$ cat src/rtl/lcd_msg_sequencer_pkg.sv
// Shared LCD command bytes, default terminator and sequencer state encoding.
package lcd_msg_sequencer_pkg;

   localparam logic [7:0] CMD_LINE1     = 8'h80;
   localparam logic [7:0] CMD_LINE2     = 8'hC0;
   localparam logic [7:0] TERM_CHAR_DEF = 8'hFF;

   typedef enum logic [2:0] {
      S_IDLE         = 3'd0,
      S_CMD_L1       = 3'd1,
      S_FETCH        = 3'd2,
      S_WAIT         = 3'd3,
      S_EMIT         = 3'd4,
      S_CMD_L2       = 3'd5,
      S_FINISH       = 3'd6,
      S_REFRESH_WAIT = 3'd7
   } state_t;

endpackage

$ cat src/rtl/lcd_msg_sequencer_refresh_timer.sv
// Idle-time counter for auto-refresh: expire is high on the last of CYCLES enabled cycles.
module lcd_msg_sequencer_refresh_timer #(
   parameter int CYCLES = 50_000_000
) (
   input  logic clk,
   input  logic reset,
   input  logic clear,
   input  logic enable,
   output logic expire
);

   localparam int CNT_W = $clog2(CYCLES);
   localparam logic [CNT_W-1:0] LAST = CNT_W'(CYCLES - 1);

   logic [CNT_W-1:0] count;

   always_ff @(posedge clk or negedge reset) begin
      if (!reset)
         count <= '0;
      else if (clear)
         count <= '0;
      else if (enable)
         count <= count + CNT_W'(1);
   end

   assign expire = enable && (count == LAST);

endmodule

$ cat src/rtl/lcd_msg_sequencer.sv
// Streams a fixed-length message slot from sync-read memory to the LCD writer as
// line-1 cmd, chars, line-2 cmd, chars; optionally replays a refresh slot when idle.
module lcd_msg_sequencer
   import lcd_msg_sequencer_pkg::*;
#(
   parameter int         ADDR_W         = 11,
   parameter int         MSG_LEN        = 32,
   parameter int         LINE_LEN       = 16,
   parameter int         SEL_W          = 6,
   parameter int         REFRESH_CYCLES = 50_000_000,
   parameter int         REFRESH_SEL    = 1,
   parameter logic [7:0] TERM_CHAR      = TERM_CHAR_DEF
) (
   input  logic              clk,
   input  logic              reset,
   input  logic              start,
   input  logic [SEL_W-1:0]  msg_sel,
   input  logic              auto_refresh,
   output logic [ADDR_W-1:0] memory_addr,
   input  logic [7:0]        mem_data,
   output logic [7:0]        lcd_byte,
   output logic              lcd_rs,
   output logic              lcd_valid,
   input  logic              lcd_ready,
   output logic              busy,
   output logic              done
);

   localparam int OFS_W = $clog2(MSG_LEN);
   localparam int IDX_W = $clog2(MSG_LEN + 1);
   localparam logic [IDX_W-1:0]  IDX_END      = IDX_W'(MSG_LEN);
   localparam logic [IDX_W-1:0]  IDX_LINE2    = IDX_W'(LINE_LEN);
   localparam logic [ADDR_W-1:0] REFRESH_BASE = ADDR_W'(REFRESH_SEL) << OFS_W;

   state_t            state, state_d;
   logic [IDX_W-1:0]  idx, idx_d, idx_inc;
   logic [ADDR_W-1:0] base, base_d, addr_d, launch_base;
   logic [7:0]        byte_d;
   logic              rs_d, valid_d, phase, phase_d, launch, expire;

   lcd_msg_sequencer_refresh_timer #(
      .CYCLES (REFRESH_CYCLES)
   ) u_timer (
      .clk    (clk),
      .reset  (reset),
      .clear  (state != S_REFRESH_WAIT),
      .enable (state == S_REFRESH_WAIT),
      .expire (expire)
   );

   assign idx_inc = idx + IDX_W'(1);
   assign busy    = (state != S_IDLE) && (state != S_REFRESH_WAIT);
   assign done    = (state == S_FINISH);

   always_ff @(posedge clk or negedge reset) begin
      if (!reset) begin
         state       <= S_IDLE;
         idx         <= '0;
         base        <= '0;
         phase       <= 1'b0;
         memory_addr <= '0;
         lcd_byte    <= '0;
         lcd_rs      <= 1'b0;
         lcd_valid   <= 1'b0;
      end else begin
         state       <= state_d;
         idx         <= idx_d;
         base        <= base_d;
         phase       <= phase_d;
         memory_addr <= addr_d;
         lcd_byte    <= byte_d;
         lcd_rs      <= rs_d;
         lcd_valid   <= valid_d;
      end
   end

   always_comb begin
      state_d     = state;
      idx_d       = idx;
      base_d      = base;
      addr_d      = memory_addr;
      byte_d      = lcd_byte;
      rs_d        = lcd_rs;
      valid_d     = lcd_valid;
      phase_d     = 1'b0;
      launch      = 1'b0;
      launch_base = ADDR_W'(msg_sel) << OFS_W;

      case (state)
         S_IDLE: launch = start;

         // Line-2 cmd arrives with valid low so every handshake is followed by an idle cycle.
         S_CMD_L1, S_CMD_L2: begin
            if (!lcd_valid) begin
               byte_d  = (state == S_CMD_L1) ? CMD_LINE1 : CMD_LINE2;
               rs_d    = 1'b0;
               valid_d = 1'b1;
            end else if (lcd_ready) begin
               valid_d = 1'b0;
               state_d = S_FETCH;
            end
         end

         S_FETCH: begin
            addr_d  = base + ADDR_W'(idx[OFS_W-1:0]);
            state_d = S_WAIT;
         end

         // Two cycles: the memory registers the new address, then its data is captured.
         S_WAIT: begin
            if (!phase) begin
               phase_d = 1'b1;
            end else if (mem_data == TERM_CHAR) begin
               state_d = S_FINISH;
            end else begin
               byte_d  = mem_data;
               rs_d    = 1'b1;
               valid_d = 1'b1;
               state_d = S_EMIT;
            end
         end

         S_EMIT: begin
            if (lcd_ready) begin
               valid_d = 1'b0;
               idx_d   = idx_inc;
               if (idx_inc == IDX_END)
                  state_d = S_FINISH;
               else if (idx_inc == IDX_LINE2)
                  state_d = S_CMD_L2;
               else
                  state_d = S_FETCH;
            end
         end

         S_FINISH: state_d = auto_refresh ? S_REFRESH_WAIT : S_IDLE;

         S_REFRESH_WAIT: begin
            if (start) begin
               launch = 1'b1;
            end else if (!auto_refresh) begin
               state_d = S_IDLE;
            end else if (expire) begin
               launch      = 1'b1;
               launch_base = REFRESH_BASE;
            end
         end

         default: state_d = S_IDLE;
      endcase

      // Launch drives the line-1 cmd straight away for single-cycle start latency.
      if (launch) begin
         base_d  = launch_base;
         idx_d   = '0;
         byte_d  = CMD_LINE1;
         rs_d    = 1'b0;
         valid_d = 1'b1;
         state_d = S_CMD_L1;
      end
   end

endmodule

$ cat config.mk
export PLATFORM = sky130hd
export DESIGN_NAME = lcd_msg_sequencer
export DESIGN_NICKNAME = d
export VERILOG_FILES = /design/src/rtl/lcd_msg_sequencer_pkg.sv /design/src/rtl/lcd_msg_sequencer_refresh_timer.sv /design/src/rtl/lcd_msg_sequencer.sv
export SDC_FILE = /design/constraint.sdc
export NUM_CORES = 1
export LEC_CHECK = 0
export CAP_MARGIN = 20
export CORE_ASPECT_RATIO = 0.75
export CORE_MARGIN = 2
export CORE_UTILIZATION = 59
export CTS_CLUSTER_SIZE = 30
export DETAILED_ROUTE_END_ITERATION = 8
export PLACE_DENSITY_LB_ADDON = 0.12
export SKIP_LAST_GASP = 1
export SYNTH_ARGS = -nofsm -noshare
export SYNTH_HDL_FRONTEND = slang
export SYNTH_SLANG_ARGS = --single-unit
$ cat constraint.sdc
create_clock -name clk -period 5.4 [get_ports clk]
set_input_delay 0.81 -clock clk [delete_from_list [all_inputs] [get_ports clk]]
set_output_delay 0.81 -clock clk [all_outputs]
set_load 0.05 [all_outputs]
==> flow_metrics.env, run 1 <==
export IMPL_gr_total_overflow=0
export IMPL_ioPinCount=42
export IMPL_reg2reg_setup_slack_ns=2.70
export IMPL_drt_initial_drc_count=155
export IMPL_r2r_end="lcd_byte[0]$_DFFE_PN0P_"
export IMPL_post_cts_resize_count=0
export IMPL_finalHoldViolCount=0
export IMPL_ir_drop_mv=0.376
export IMPL_cp_max_fo=15
export IMPL_port_buffers=41
export IMPL_total_leakage_power_nw=1.55
export IMPL_status="finished, final reports clean"
export IMPL_required_ns=4.59
export IMPL_grt_pass1_wl_mm=10.8
export IMPL_synth_edf_count=0
export IMPL_cp_start_kind="register"
export IMPL_fin_crit_ns=2.97
export IMPL_drive_above_1_share_pct=10.2
export IMPL_final_antenna_net_count=0
export IMPL_area_growth_pct=19.9
export IMPL_clk_pin_slew_ns=0.06
export IMPL_cap_viol_max_count=0
export IMPL_wl_mm=6.49
export IMPL_coreArea_um2=4980
export IMPL_utilization_pct=74.8
export IMPL_synth_top_area_cell="dfrtp_1"
export IMPL_switching_power_mw=0.640
export IMPL_clkSinkCount=63
export IMPL_switching_share_pct=39.2
export IMPL_vias_per_cell=5.64
export IMPL_clock_latency_ns=0.35
export IMPL_rows=22
export IMPL_cts_tree="built"
export IMPL_r2r_cells=6
export IMPL_whs_endpoint="u_timer.count[0]$_DFF_PN0_"
export IMPL_cts_made_buffers=9
export IMPL_yosysSeqAreaShare_pct=50.7
export IMPL_ys_flop_type="dfrtp_1"
export IMPL_setup_violations=0
export IMPL_synth_warnings=0
export IMPL_synth_commonest_cells="63 x dfrtp_1, 41 x nor2_1, 28 x nand2_1, 16 x nand3_1"
export IMPL_period_share_pct=55.0
export IMPL_synth_seq_cells=63
export IMPL_initial_core_util_pct=62.4
export IMPL_critPathLaunch="state[2]$_DFFE_PN0P_"
export IMPL_setup_slack_ns=2.43
export IMPL_grt_max_degree=64
export IMPL_min_from="u_timer.count[0]$_DFF_PN0_"
export IMPL_setup_tns_ns=0
export IMPL_max_slew_margin_pct=35.4
export IMPL_dp_hpwl_mm=4.47
export IMPL_fin_nets=372
export IMPL_routabilityCongestion=0.816
export IMPL_combPwrFrac_pct=38.6
export IMPL_hold_buffers=0
export IMPL_pre_cts_ws_ns=2.25
export IMPL_power_internal_mw=0.990
export IMPL_p_per_area_nw_per_um2=437
export IMPL_synth_most_common_cell="dfrtp_1"
export IMPL_worst_pin_slew_ns=0.965
export IMPL_cts_setup_buffers=0
export IMPL_die_w_um=87.8
export IMPL_clockPowerShare_pct=21.4
export IMPL_cts_root_buf="clkbuf_8"
export IMPL_hold_ws_ns=0.487
export IMPL_drcViolationCount=0
export IMPL_min_path_type="reg -> reg"
export IMPL_synth_area_top_cells="dfrtp_1 51%, nor2_1 5.0%, mux2_2 4.0%, xor2_1 3.9%, nand2_1 3.4%"
export IMPL_synth_cell_area_um2=3110
export IMPL_die_area_um2=5870
export IMPL_drt_pre_antenna_iters=4
export IMPL_seqPwrFrac_pct=40.0
export IMPL_cp_end_kind="output pin"
export IMPL_final_setup_skew_ns=0.00641
export IMPL_clk_path_buf_depth=2
export IMPL_crit_arrival_ns=2.16
export IMPL_r2r_start="u_timer.count[0]$_DFF_PN0_"
export IMPL_hold_path_depth=1
export IMPL_critPathKind="reg -> out"
export IMPL_grt_usage_pct=24.8
export IMPL_diodes=0
export IMPL_synth_cells=308
export IMPL_maxSlewViolCount=0
export IMPL_grt_pass1_vias=2255
export IMPL_rsz0062_at_grt="no"
export IMPL_async_reset_ff_share_pct=100
export IMPL_fp_dieH_um=66.8
export IMPL_fmax_mhz=337
export IMPL_yosysTopAreaCellShare_pct=50.7
export IMPL_synth_cell_type_count=50
export IMPL_synth_nets=330
export IMPL_avgRoutedWirePerCell_um=15.3
export IMPL_antenna_found_initial=0
export IMPL_avgSynthCellArea_um2=10.1
export IMPL_h_tree_depth=3
export IMPL_via_count=2395
-- state kept, by name, summed over array words and instances (netlist names) --
signal	flops
u_timer.count	26
memory_addr	11
lcd_byte	8
base	6
idx	6
state	3
lcd_rs	1
lcd_valid	1
phase	1
-- power by group through the flow --
stage | Sequential [mW] | Clock (mW) | Combinational (mW)
final | 0.652 | 0.350 | 0.628
after global routing | 0.662 | 0.381 | 0.672
after CTS | 0.649 | 0.357 | 0.632
after detailed placement | 0.656 | 0 | 0.626
after global placement | 0.654 | 0 | 0.612
after floorplan | 0.805 | 0 | 0.277
-- layer usage --
layer / GRT usage, % / share of wire (%)
met1: 35.6 / 49
met4: 6.35 / 2.0
met3: 9.29 / 5.9
met5: 0 / 0
met2: 35.4 / 43
-- area by class of cell --
class                   count  area, um2
inverters                   7       26.3
multi-input cells         227       1460
well taps                  72       90.1
repair buffers             42        413
clock buffers              13        159
clock inverters             1       5.00
flip-flops and latches     63       1580
fillers                   376       1260
-- worst max-delay path, cell delays in order (launching register included) --
cell and delay [ns]:
dfrtp_1 0.52, and3_1 0.29, nor2_1 0.17, clkdlybuf4s50_1 0.83
-- worst max-delay path by stage --
stage / depth (start not counted) / slack (ns) / to
3_5_place_dp: 6 / 2.25 / lcd_byte[0]$_DFFE_PN0P_
3_3_place_gp: 6 / 2.30 / lcd_byte[4]$_DFFE_PN0P_
6_report: 3 / 2.43 / busy
2_1_floorplan: 3 / 3.15 / done
4_1_cts: 3 / 2.43 / busy
5_1_grt: 3 / 2.34 / busy
-- placed cells by master, fill, tap and decap left out, types with 2 or more instances in the layout --
cell type	Yosys	layout
a221oi_1	2	2
dfrtp_1	63	63
nor3_1	7	7
nor2_1	41	41
nand2_1	28	28
mux2_2	11	11
nor4b_1	2	2
inv_1	7	7
xnor2_1	12	12
clkbuf_8	0	11
and4_1	4	4
xor2_1	14	14
a21oi_1	14	14
or3_1	4	4
o21ai_0	12	12
ha_1	3	3
a22o_1	6	6
nand2b_1	5	5
o211ai_1	2	2
and3_1	5	5
nand4_1	7	7
clkdlybuf4s50_1	0	40
clkbuf_1	7	2
nor3_2	2	2
nand3_1	16	16
and2_1	4	4
nor2b_1	3	3
-- per-stage QoR --
step / total power [mW] / std cells / instance area, um2
finish: 1.63 / 425 / 3720
floorplan: 1.08 / 308 / 3110
CTS: 1.64 / 425 / 3720
global route: 1.71 / 425 / 3720
detailed placement: 1.28 / 411 / 3560
global placement: 1.27 / 411 / 3560
-- cell families (layout without fill, tap and decap cells) --
logic type | Yosys count | in the layout | share of synthesized area (%)
xor+xnor | 26 | 26 | 7.33
mux | 11 | 11 | 3.99
simple gates | 138 | 138 | 23.8
compound gates | 49 | 49 | 10.5
fa+ha+maj | 3 | 3 | 1.21
flops | 63 | 63 | 50.7
buf+inv | 18 | 63 | 2.42
Power figures use the tool's default switching activity.
==> run 2: changes to the inputs <==
--- a/config.mk
+++ b/config.mk
@@ -8,7 +8,7 @@
 export CAP_MARGIN = 20
 export CORE_ASPECT_RATIO = 0.75
 export CORE_MARGIN = 2
-export CORE_UTILIZATION = 59
+export CORE_UTILIZATION = 49
 export CTS_CLUSTER_SIZE = 30
 export DETAILED_ROUTE_END_ITERATION = 8
 export PLACE_DENSITY_LB_ADDON = 0.12
==> constraint.sdc (replaced) <==
create_clock -name clk -period 2.5 [get_ports clk]
set_input_delay 0.375 -clock clk [delete_from_list [all_inputs] [get_ports clk]]
set_output_delay 0.375 -clock clk [all_outputs]
set_load 0.05 [all_outputs]
==> flow_metrics.env, run 2 (synthesized netlist as in run 1, its figures left out) <==
export IMPL_status="finished, final reports clean"
export IMPL_cts_root_buf="clkbuf_8"
export IMPL_clkSinkCount=63
export IMPL_dpl_cell_area_um2=3650
export IMPL_cp_cell_sequence="inv_1, nor2_1, clkdlybuf4s50_1"
export IMPL_grt_max_degree=64
export IMPL_dp_hpwl_mm=4.56
export IMPL_required_ns=2.12
export IMPL_drt_initial_drc_count=118
export IMPL_cts_made_buffers=9
export IMPL_post_cts_resize_count=0
export IMPL_cp_max_fo=10
export IMPL_die_w_um=95.9
export IMPL_fillers=552
export IMPL_min_path_type="in -> async"
export IMPL_critPathMaxStageDelay_ns=0.81
export IMPL_die_area_um2=7000
export IMPL_final_setup_skew_ns=0.00603
export IMPL_largest_reg_flops=26
export IMPL_fin_crit_ns=2.27
export IMPL_layout_common_cells="63 x dfrtp_1, 41 x nor2_1, 39 x clkdlybuf4s50_1"
export IMPL_cap_viol_max_count=0
export IMPL_clock_latency_ns=0.33
export IMPL_largestRegisters="u_timer.count (26), memory_addr (11), lcd_byte (8)"
export IMPL_wl_mm=6.59
export IMPL_p_per_area_nw_per_um2=957
export IMPL_drive_above_1_share_pct=13.7
export IMPL_total_leakage_power_nw=1.61
export IMPL_period_share_pct=90.6
export IMPL_antenna_found_initial=0
export IMPL_fmax_mhz=441
export IMPL_utilization_pct=61.8
export IMPL_max_slew_margin_pct=64.7
export IMPL_rows=25
export IMPL_worst_pin_slew_ns=0.528
export IMPL_regArea_um2=1580
export IMPL_critPathKind="reg -> out"
export IMPL_ir_drop_mv=0.608
export IMPL_cts_tree="built"
export IMPL_fin_total_pwr_mw=3.68
export IMPL_clk_path_buf_depth=2
export IMPL_drt_pre_antenna_iters=4
export IMPL_ioPinCount=42
export IMPL_slowest_stage="clkdlybuf4s50_1"
export IMPL_cts_setup_buffers=0
export IMPL_avgRoutedWirePerCell_um=14.8
export IMPL_setup_violations=0
export IMPL_fp_dieH_um=73.0
export IMPL_area_growth_pct=23.8
export IMPL_final_common_cell="dfrtp_1"
export IMPL_vias_per_cell=5.42
export IMPL_crit_arrival_ns=1.89
export IMPL_rsz0062_at_grt="no"
export IMPL_hold_buffers=0
export IMPL_via_count=2414
export IMPL_final_cell_area_um2=3850
export IMPL_final_antenna_net_count=0
export IMPL_coreArea_um2=6220
export IMPL_grt_usage_pct=20.9
export IMPL_diodes=0
export IMPL_cp_start_kind="register"
export IMPL_fin_nets=381
export IMPL_gr_total_overflow=0
export IMPL_h_tree_depth=3
export IMPL_routabilityCongestion=0.835
export IMPL_multi_input_area_um2=1460
export IMPL_top_register="u_timer.count"
export IMPL_maxSlewViolCount=0
export IMPL_grt_pass1_vias=2273
export IMPL_grt_pass1_wl_mm=11.1
export IMPL_cp_end_kind="output pin"
export IMPL_drcViolationCount=0
export IMPL_setup_tns_ns=0
export IMPL_clk_pin_slew_ns=0.07
export IMPL_port_buffers=41
export IMPL_initial_core_util_pct=49.9
export IMPL_finalHoldViolCount=0
-- run 2: area by class of cell --
class,count,share of cell area [%]
clock buffers,10,3.58
clock inverters,6,1.56
inverters,7,0.683
multi-input cells,227,37.8
flip-flops and latches,63,41.0
well taps,81,2.63
repair buffers,51,12.7
-- run 2: final timing paths --
| check | from | to | slack, ns | depth (start not counted) |
|---|---|---|---|---|
| min in group clk | u_timer.count[0]$_DFF_PN0_ | u_timer.count[0]$_DFF_PN0_ | 0.49 | 1 |
| max | state[2]$_DFFE_PN0P_ | done | 0.23 | 3 |
| min reg2reg | u_timer.count[0]$_DFF_PN0_ | u_timer.count[0]$_DFF_PN0_ | 0.49 | 1 |
| min | reset | u_timer.count[21]$_DFF_PN0_ | 0.03 | 2 |
| max in group asynchronous | reset | u_timer.count[9]$_DFF_PN0_ | 2.18 | 2 |
| max reg2reg | u_timer.count[0]$_DFF_PN0_ | lcd_byte[4]$_DFFE_PN0P_ | 0.34 | 6 |
-- run 2: metal layers --
metal | track usage [%] | vias to the layer above | part of all wire, %
li1 | - | 1182 | -
met2 | 28.6 | 67 | 42
met4 | 4.76 | 0 | 0.38
met1 | 31.7 | 1163 | 51
met3 | 7.75 | 2 | 6.4
met5 | 0 | - | 0
-- run 2: critical path: cells and delay by family, from the launching register on --
family	cells	cell delay, ns
simple gates	1	0.13
buf+inv	2	0.92
flops	1	0.51
-- run 2: power breakdown --
group	switching, mW	leakage, nW	internal, mW
Combinational	0.890	0.679	0.566
Sequential	0.133	0.836	1.22
Clock	0.391	0.0981	0.482
Total	1.41	1.61	2.27
-- run 2: stage by stage --
step / hold WS [ns] / std cells / setup WS, ns
final: 0.0336 / 445 / 0.234
after global routing: 0.0420 / 445 / 0.143
after CTS: 0.0434 / 445 / 0.202
after detailed placement: 0.415 / 429 / 0.316
after global placement: 0.415 / 429 / 0.365
after floorplan: 0.0794 / 308 / 0.535
==> run 3: changes to the inputs <==
--- a/config.mk
+++ b/config.mk
@@ -5,13 +5,14 @@
 export SDC_FILE = /design/constraint.sdc
 export NUM_CORES = 1
 export LEC_CHECK = 0
-export CAP_MARGIN = 20
+export CAP_MARGIN = 25
 export CORE_ASPECT_RATIO = 0.75
 export CORE_MARGIN = 2
 export CORE_UTILIZATION = 49
 export CTS_CLUSTER_SIZE = 30
 export DETAILED_ROUTE_END_ITERATION = 8
 export PLACE_DENSITY_LB_ADDON = 0.12
+export SKIP_CTS_REPAIR_TIMING = 1
 export SKIP_LAST_GASP = 1
 export SYNTH_ARGS = -nofsm -noshare
 export SYNTH_HDL_FRONTEND = slang
==> results of run 3 <==
Same layout as run 2: the final DEF is identical, and so are final timing and power.
